==> config.mk <==
export PLATFORM = sky130hd
export DESIGN_NAME = alu_op_driver_flat
export DESIGN_NICKNAME = d
export VERILOG_FILES = /design/src/rtl/alu_op_driver_pkg.sv /design/src/rtl/alu_op_driver_if.sv /design/src/rtl/alu_op_driver.sv /design/src/flat_wrapper.sv
export SDC_FILE = /design/constraint.sdc
export NUM_CORES = 1
export LEC_CHECK = 0
export ABC_AREA = 1
export ABC_CLOCK_PERIOD_IN_PS = 3480
export BUFFER_PORTS_ARGS = -buffer_cell sky130_fd_sc_hd__buf_2
export CORE_ASPECT_RATIO = 0.8
export CORE_MARGIN = 5
export CORE_UTILIZATION = 43
export CTS_CLUSTER_DIAMETER = 40
export DETAILED_ROUTE_END_ITERATION = 10
export PLACE_DENSITY = 0.67
export SLEW_MARGIN = 20
export SYNTH_ARGS = -nofsm -noshare
export SYNTH_HDL_FRONTEND = slang
export SYNTH_SLANG_ARGS = --single-unit
==> constraint.sdc <==
create_clock -name clk -period 3.48 [get_ports clk]
set_clock_uncertainty 0.15 [all_clocks]
set_input_delay 0.696 -clock clk [delete_from_list [all_inputs] [get_ports clk]]
set_output_delay 0.696 -clock clk [all_outputs]
set_load 0.02 [all_outputs]
==> src/rtl/alu_op_driver_pkg.sv <==
// Shared opcode, flag and state definitions for the ALU command driver.
// The opcode list doubles as the set of legal selects.
package alu_op_driver_pkg;

  localparam logic [3:0] OP_ADD = 4'b0000;
  localparam logic [3:0] OP_SUB = 4'b0001;
  localparam logic [3:0] OP_MUL = 4'b0010;
  localparam logic [3:0] OP_DIV = 4'b0011;
  localparam logic [3:0] OP_MOD = 4'b0100;
  localparam logic [3:0] OP_SHL = 4'b0101;
  localparam logic [3:0] OP_SHR = 4'b0111;
  localparam logic [3:0] OP_AND = 4'b1000;
  localparam logic [3:0] OP_OR  = 4'b1001;
  localparam logic [3:0] OP_XOR = 4'b1010;

  localparam int FLG_Z   = 3;
  localparam int FLG_O   = 2;
  localparam int FLG_CA  = 1;
  localparam int FLG_NEG = 0;

  typedef struct packed {
    logic z;
    logic o;
    logic ca;
    logic neg;
  } alu_flags_t;

  localparam logic [1:0] ST_IDLE  = 2'd0;
  localparam logic [1:0] ST_DRIVE = 2'd1;
  localparam logic [1:0] ST_RESP  = 2'd2;

  // 0110 and 1011..1111 are unassigned; the ALU answers them with A^B.
  function automatic logic is_legal_op(input logic [3:0] sel);
    case (sel)
      OP_ADD, OP_SUB, OP_MUL, OP_DIV, OP_MOD,
      OP_SHL, OP_SHR, OP_AND, OP_OR, OP_XOR: return 1'b1;
      default:                               return 1'b0;
    endcase
  endfunction

endpackage

==> src/rtl/alu_op_driver_if.sv <==
// Command and response handshakes between the stimulus side and the ALU driver.
interface alu_op_driver_if #(parameter int N = 6);

  logic         cmd_valid;
  logic         cmd_ready;
  logic [N-1:0] cmd_a;
  logic [N-1:0] cmd_b;
  logic [3:0]   cmd_sel;

  logic         rsp_valid;
  logic         rsp_ready;
  logic [N-1:0] rsp_out;
  logic [3:0]   rsp_flags;
  logic         rsp_err;

  modport master (
    output cmd_valid, cmd_a, cmd_b, cmd_sel, rsp_ready,
    input  cmd_ready, rsp_valid, rsp_out, rsp_flags, rsp_err
  );

  modport slave (
    input  cmd_valid, cmd_a, cmd_b, cmd_sel, rsp_ready,
    output cmd_ready, rsp_valid, rsp_out, rsp_flags, rsp_err
  );

endinterface

==> src/rtl/alu_op_driver.sv <==
// Registers one ALU operation, holds it for SETTLE cycles, captures the ALU
// result/flags and returns them; also keeps sticky flags and an op count.
module alu_op_driver
  import alu_op_driver_pkg::*;
#(
  parameter int N      = 6,
  parameter int SETTLE = 1
) (
  input  logic              clk,
  input  logic              rst_n,
  alu_op_driver_if.slave    bus,
  output logic [N-1:0]      alu_a,
  output logic [N-1:0]      alu_b,
  output logic [3:0]        alu_sel,
  input  logic [N-1:0]      alu_out,
  input  logic [3:0]        alu_flags,
  output logic [3:0]        sticky_flags,
  input  logic              clr_sticky,
  output logic [7:0]        op_count
);

  localparam logic [3:0] SETTLE_LAST = 4'(SETTLE - 1);

  logic [1:0]   state;
  logic [3:0]   cnt;
  logic [N-1:0] rsp_out_q;
  logic [3:0]   rsp_flags_q;
  logic         rsp_err_q;
  logic         accept;
  logic         capture;

  assign accept  = (state == ST_IDLE) && bus.cmd_valid;
  assign capture = (state == ST_DRIVE) && (cnt == SETTLE_LAST);

  // cmd_ready is gated by rst_n so nothing looks acceptable while reset is held.
  assign bus.cmd_ready = (state == ST_IDLE) && rst_n;
  assign bus.rsp_valid = (state == ST_RESP);
  assign bus.rsp_out   = rsp_out_q;
  assign bus.rsp_flags = rsp_flags_q;
  assign bus.rsp_err   = rsp_err_q;

  always_ff @(posedge clk or negedge rst_n) begin
    if (!rst_n) begin
      state <= ST_IDLE;
      cnt   <= '0;
    end else begin
      case (state)
        ST_IDLE: begin
          if (bus.cmd_valid) begin
            cnt   <= '0;
            state <= ST_DRIVE;
          end
        end
        ST_DRIVE: begin
          if (cnt == SETTLE_LAST) state <= ST_RESP;
          else                    cnt   <= cnt + 4'd1;
        end
        ST_RESP: begin
          if (bus.rsp_ready) state <= ST_IDLE;
        end
        default: state <= ST_IDLE;
      endcase
    end
  end

  // ALU inputs only move on acceptance, so they are stable through DRIVE and RESP.
  always_ff @(posedge clk or negedge rst_n) begin
    if (!rst_n) begin
      alu_a   <= '0;
      alu_b   <= '0;
      alu_sel <= '0;
    end else if (accept) begin
      alu_a   <= bus.cmd_a;
      alu_b   <= bus.cmd_b;
      alu_sel <= bus.cmd_sel;
    end
  end

  always_ff @(posedge clk or negedge rst_n) begin
    if (!rst_n) begin
      rsp_out_q   <= '0;
      rsp_flags_q <= '0;
      rsp_err_q   <= 1'b0;
      op_count    <= '0;
    end else if (capture) begin
      rsp_out_q   <= alu_out;
      rsp_flags_q <= alu_flags;
      rsp_err_q   <= !is_legal_op(alu_sel);
      op_count    <= op_count + 8'd1;
    end
  end

  // A clear coinciding with a capture keeps only the newly captured flags.
  always_ff @(posedge clk or negedge rst_n) begin
    if (!rst_n) begin
      sticky_flags <= '0;
    end else if (capture) begin
      sticky_flags <= alu_flags | (clr_sticky ? 4'b0000 : sticky_flags);
    end else if (clr_sticky) begin
      sticky_flags <= '0;
    end
  end

endmodule
==> src/flat_wrapper.sv <==
// flat-port wrapper written by rule: the top's interface ports become plain ports
module alu_op_driver_flat import alu_op_driver_pkg::*;
#(
  parameter int N      = 6,
  parameter int SETTLE = 1
)
  (clk, rst_n, alu_a, alu_b, alu_sel, alu_out, alu_flags, sticky_flags, clr_sticky, op_count, bus_cmd_valid, bus_cmd_a, bus_cmd_b, bus_cmd_sel, bus_rsp_ready, bus_cmd_ready, bus_rsp_valid, bus_rsp_out, bus_rsp_flags, bus_rsp_err);
  alu_op_driver_if #(.N(N)) bus_i ();
  input  logic clk;
  input  logic rst_n;
  output logic [N-1:0] alu_a;
  output logic [N-1:0] alu_b;
  output logic [3:0] alu_sel;
  input  logic [N-1:0] alu_out;
  input  logic [3:0] alu_flags;
  output logic [3:0] sticky_flags;
  input  logic clr_sticky;
  output logic [7:0] op_count;
  input wire logic [$bits(bus_i.cmd_valid)-1:0] bus_cmd_valid;
  input wire logic [$bits(bus_i.cmd_a)-1:0] bus_cmd_a;
  input wire logic [$bits(bus_i.cmd_b)-1:0] bus_cmd_b;
  input wire logic [$bits(bus_i.cmd_sel)-1:0] bus_cmd_sel;
  input wire logic [$bits(bus_i.rsp_ready)-1:0] bus_rsp_ready;
  output wire logic [$bits(bus_i.cmd_ready)-1:0] bus_cmd_ready;
  output wire logic [$bits(bus_i.rsp_valid)-1:0] bus_rsp_valid;
  output wire logic [$bits(bus_i.rsp_out)-1:0] bus_rsp_out;
  output wire logic [$bits(bus_i.rsp_flags)-1:0] bus_rsp_flags;
  output wire logic [$bits(bus_i.rsp_err)-1:0] bus_rsp_err;
  assign bus_i.cmd_valid = bus_cmd_valid;
  assign bus_i.cmd_a = bus_cmd_a;
  assign bus_i.cmd_b = bus_cmd_b;
  assign bus_i.cmd_sel = bus_cmd_sel;
  assign bus_i.rsp_ready = bus_rsp_ready;
  assign bus_cmd_ready = bus_i.cmd_ready;
  assign bus_rsp_valid = bus_i.rsp_valid;
  assign bus_rsp_out = bus_i.rsp_out;
  assign bus_rsp_flags = bus_i.rsp_flags;
  assign bus_rsp_err = bus_i.rsp_err;
  alu_op_driver #(.N(N), .SETTLE(SETTLE)) u_core (.clk(clk), .rst_n(rst_n), .bus(bus_i), .alu_a(alu_a), .alu_b(alu_b), .alu_sel(alu_sel), .alu_out(alu_out), .alu_flags(alu_flags), .sticky_flags(sticky_flags), .clr_sticky(clr_sticky), .op_count(op_count));
endmodule
==> results.md <==
* Worst Path Arrival at 1.12 ns
* CP endpoint kind: output port
* Layout cell share with drive strength beyond 1 at 0.3020
* Fin. max-slew vios at 0
* Multi-input logic area at 703.2 um2
* Setup_tns at 0 ns
* Critical path required time at 2.63 ns
* H-Tree Depth at 2
* First-pass GRT wire length at ~7000 um
* Crit share post-route at 0.5653
* Worst-Margin Slew at 0.5567 ns
* DR pass1 iterations at 4
* Grt ovf at 0
* Number of global-route vias before repair at 1596
* Clk buf depth at 2
* Worst vdd ir at 0.5057 mV
* Leakage at ~0.0014 uW
* # DRC at 0
* Tot Pwr at 2356 uW
* Met3 WL at 428 um
* IO buf count at 71
* Status: finished clean
* CP max FO at 5
* Synth Net Count at 257
* Pwr per Cell Area at 947.2 mW/mm2
* NetSw at 1005 uW
* Reg power frac at 0.377
* Count of cell types in the netlist at 22
* Number of post-CTS setup repair buffers at 0
* Sequential-to-total area share from yosys stat at 0.5758
* CTS hold repair buffers at 0
* Gr usage total at 0.1452
* Metal2 WL at 1841 um
* Horiz. Die Dim at 85.40 um
* Critical path class: reg2out
* CTS Root Cell: clkbuf_8
* Fmax at 508.3 MHz
* Initial antenna violation count at 0
* Startpoint types: flip-flop
* Initial Util at 0.4359
* Die height at between 70 and 80 um
* Diodes inserted at 0
* Syn Area/Cell at 8.770 um2
* Antenna Violating Nets Remaining at 0
* Reg2reg setup slack at 1.70 ns
* Sw Share at 0.4266
* Clock transition at path regs at 0.08 ns
* Mapped Area at ~0.002 mm2
* Vias per cell at between 4 and 5
* Crit path time final at 1.967 ns
* Largest net degree at the start of global routing at 46
* Max cap viols at 0
* Drt total wl at 4215 um
* CTS resizes at 0
* Core area at 0.004487 mm2
* Filler cell count at 425
* CTS Buf Count at 5
* Post-layout util at 0.5544
* Skew-Pair Late Insertion Delay at slightly below 0.3 ns
* Synth Instances at 223
* Yosys reg bits at 45
* Power share of the clock group at 0.195
* Die Area at between 0.006 and 0.007 mm2
* Area grow syn2layout at 27.19%
* Synth warn at 0
* Comb pwr share at 0.428
* Wirelength per Cell at 11.77 um
* Final GP Congestion at 0.7438
* Final setup fails at 0
* Clock sink count at 45
* Internal at 1351 uW
* Rows at 22
* Area occupied by registers at 0.001126 mm2
* Worst hold path class: reg2reg
* Top Metal Used: met4
* Layout net count at 331
* Via count at 1630
* RSZ-0062 raised after global routing: false
* 1st-iter DRT viols at 81
* CTS tree: done
* Final Hold Fails at 0
* Post-DP HPWL at 3042 um
* Slew headroom at 0.6289
* WL met1 at 1912 um
* I/O pins at 72
[cells in the final DEF, fill, tap and decap left out, types with 2 or more instances in the layout]
master / count
nand2_1: 103
buf_2: 71
dfrtp_1: 45
inv_1: 20
o21ai_0: 11
nand3_1: 9
nor2_1: 7
clkbuf_8: 5
inv_2: 3
nor2_4: 3
ha_1: 3
nand2_2: 2
nand3_4: 2
nand4_1: 2
nand3b_1: 2
bufinv_16: 2
[cells by family after synthesis]
logic type	share of synthesized area
AOI/OAI and AO/OA	0.04159
DFF	0.5758
adders and majority gates	0.01920
buffers and inverters	0.06462
xor gates and xnor gates	0.008959
and+or+nand+nor	0.2898
[cells in the mapped netlist (all sizes together)]
cell type / instances / area, um2
nand2: 105 / 399.1
dfrtp: 45 / 1126
inv: 23 / 86.33
o21ai: 12 / 60.05
nand3: 11 / 80.07
nor2: 10 / 60.06
buf: 5 / 40.04
ha: 3 / 37.54
nand3b: 2 / 15.01
nand4: 2 / 12.51
o211ai: 1 / 7.510
o22ai: 1 / 6.260
o31ai: 1 / 7.510
xnor2: 1 / 8.760
xor2: 1 / 8.760
[registers in the layout, indices dropped and copies added, names as in the netlist]
name                  count
u_core.alu_a              6
u_core.sticky_flags       4
u_core.bus.rsp_out        6
u_core.alu_b              6
u_core.cnt                4
u_core.bus.rsp_err        1
u_core.bus.rsp_flags      4
u_core.op_count           8
u_core.alu_sel            4
u_core.state              2
[per-layer routing]
layer	GRT usage	vias up
met5	0	-
met4	0.04218	0
met3	0.05896	4
met2	0.2319	53
met1	0.1807	740
li1	-	833
[through the flow]
step                      hold slack, ns  area (um2)  cells  setup WS [ns]
after floorplan                   0.2504        1956    223          1.624
after global placement            0.3077        2354    350          1.550
after detailed placement          0.3094        2354    350          1.552
after CTS                         0.3324        2487    358          1.486
after global routing              0.3504        2487    358          1.408
final                             0.3306        2487    358          1.513
[layout make-up]
cell class / instances / share of cell area
Multi-Input combinational cell: 150 / 0.2827
Clock buffer: 5 / 0.02767
Sequential cell: 45 / 0.4527
Tap cell: 60 / 0.03018
Clock inverter: 3 / 0.02616
Inverter: 23 / 0.03471
Timing Repair Buffer: 72 / 0.1459
[worst paths after layout]
check	startpoint	end	cells past startpoint
min reg2reg	u_core.bus.rsp_out[1]$_DFFE_PN0N_	u_core.bus.rsp_out[1]$_DFFE_PN0N_	2
min in group asynchronous	rst_n	u_core.bus.rsp_out[1]$_DFFE_PN0N_	2
max in group asynchronous	rst_n	u_core.sticky_flags[2]$_DFF_PN0_	2
max reg2reg	u_core.cnt[0]$_DFFE_PN0P_	u_core.op_count[6]$_DFFE_PN0N_	7
min	u_core.bus.rsp_out[1]$_DFFE_PN0N_	u_core.bus.rsp_out[1]$_DFFE_PN0N_	2
max	u_core.state[1]$_DFFE_PN0P_	bus_cmd_ready	4
[power groups by stage]
stage	combinational, uW	sequential, uW	clock (uW)
after floorplan	475	1130	0
after global placement	1010	892	0
after detailed placement	1030	893	0
after CTS	1030	889	474
after global routing	1120	923	490
final	1010	888	458
[critical path, cell delays in order, from the launching register on]
cell,delay (ns)
dfrtp_1,0.42
inv_2,0.12
nand2_1,0.06
nor2_1,0.07
buf_2,0.16
(Power assumes the default switching activity.)
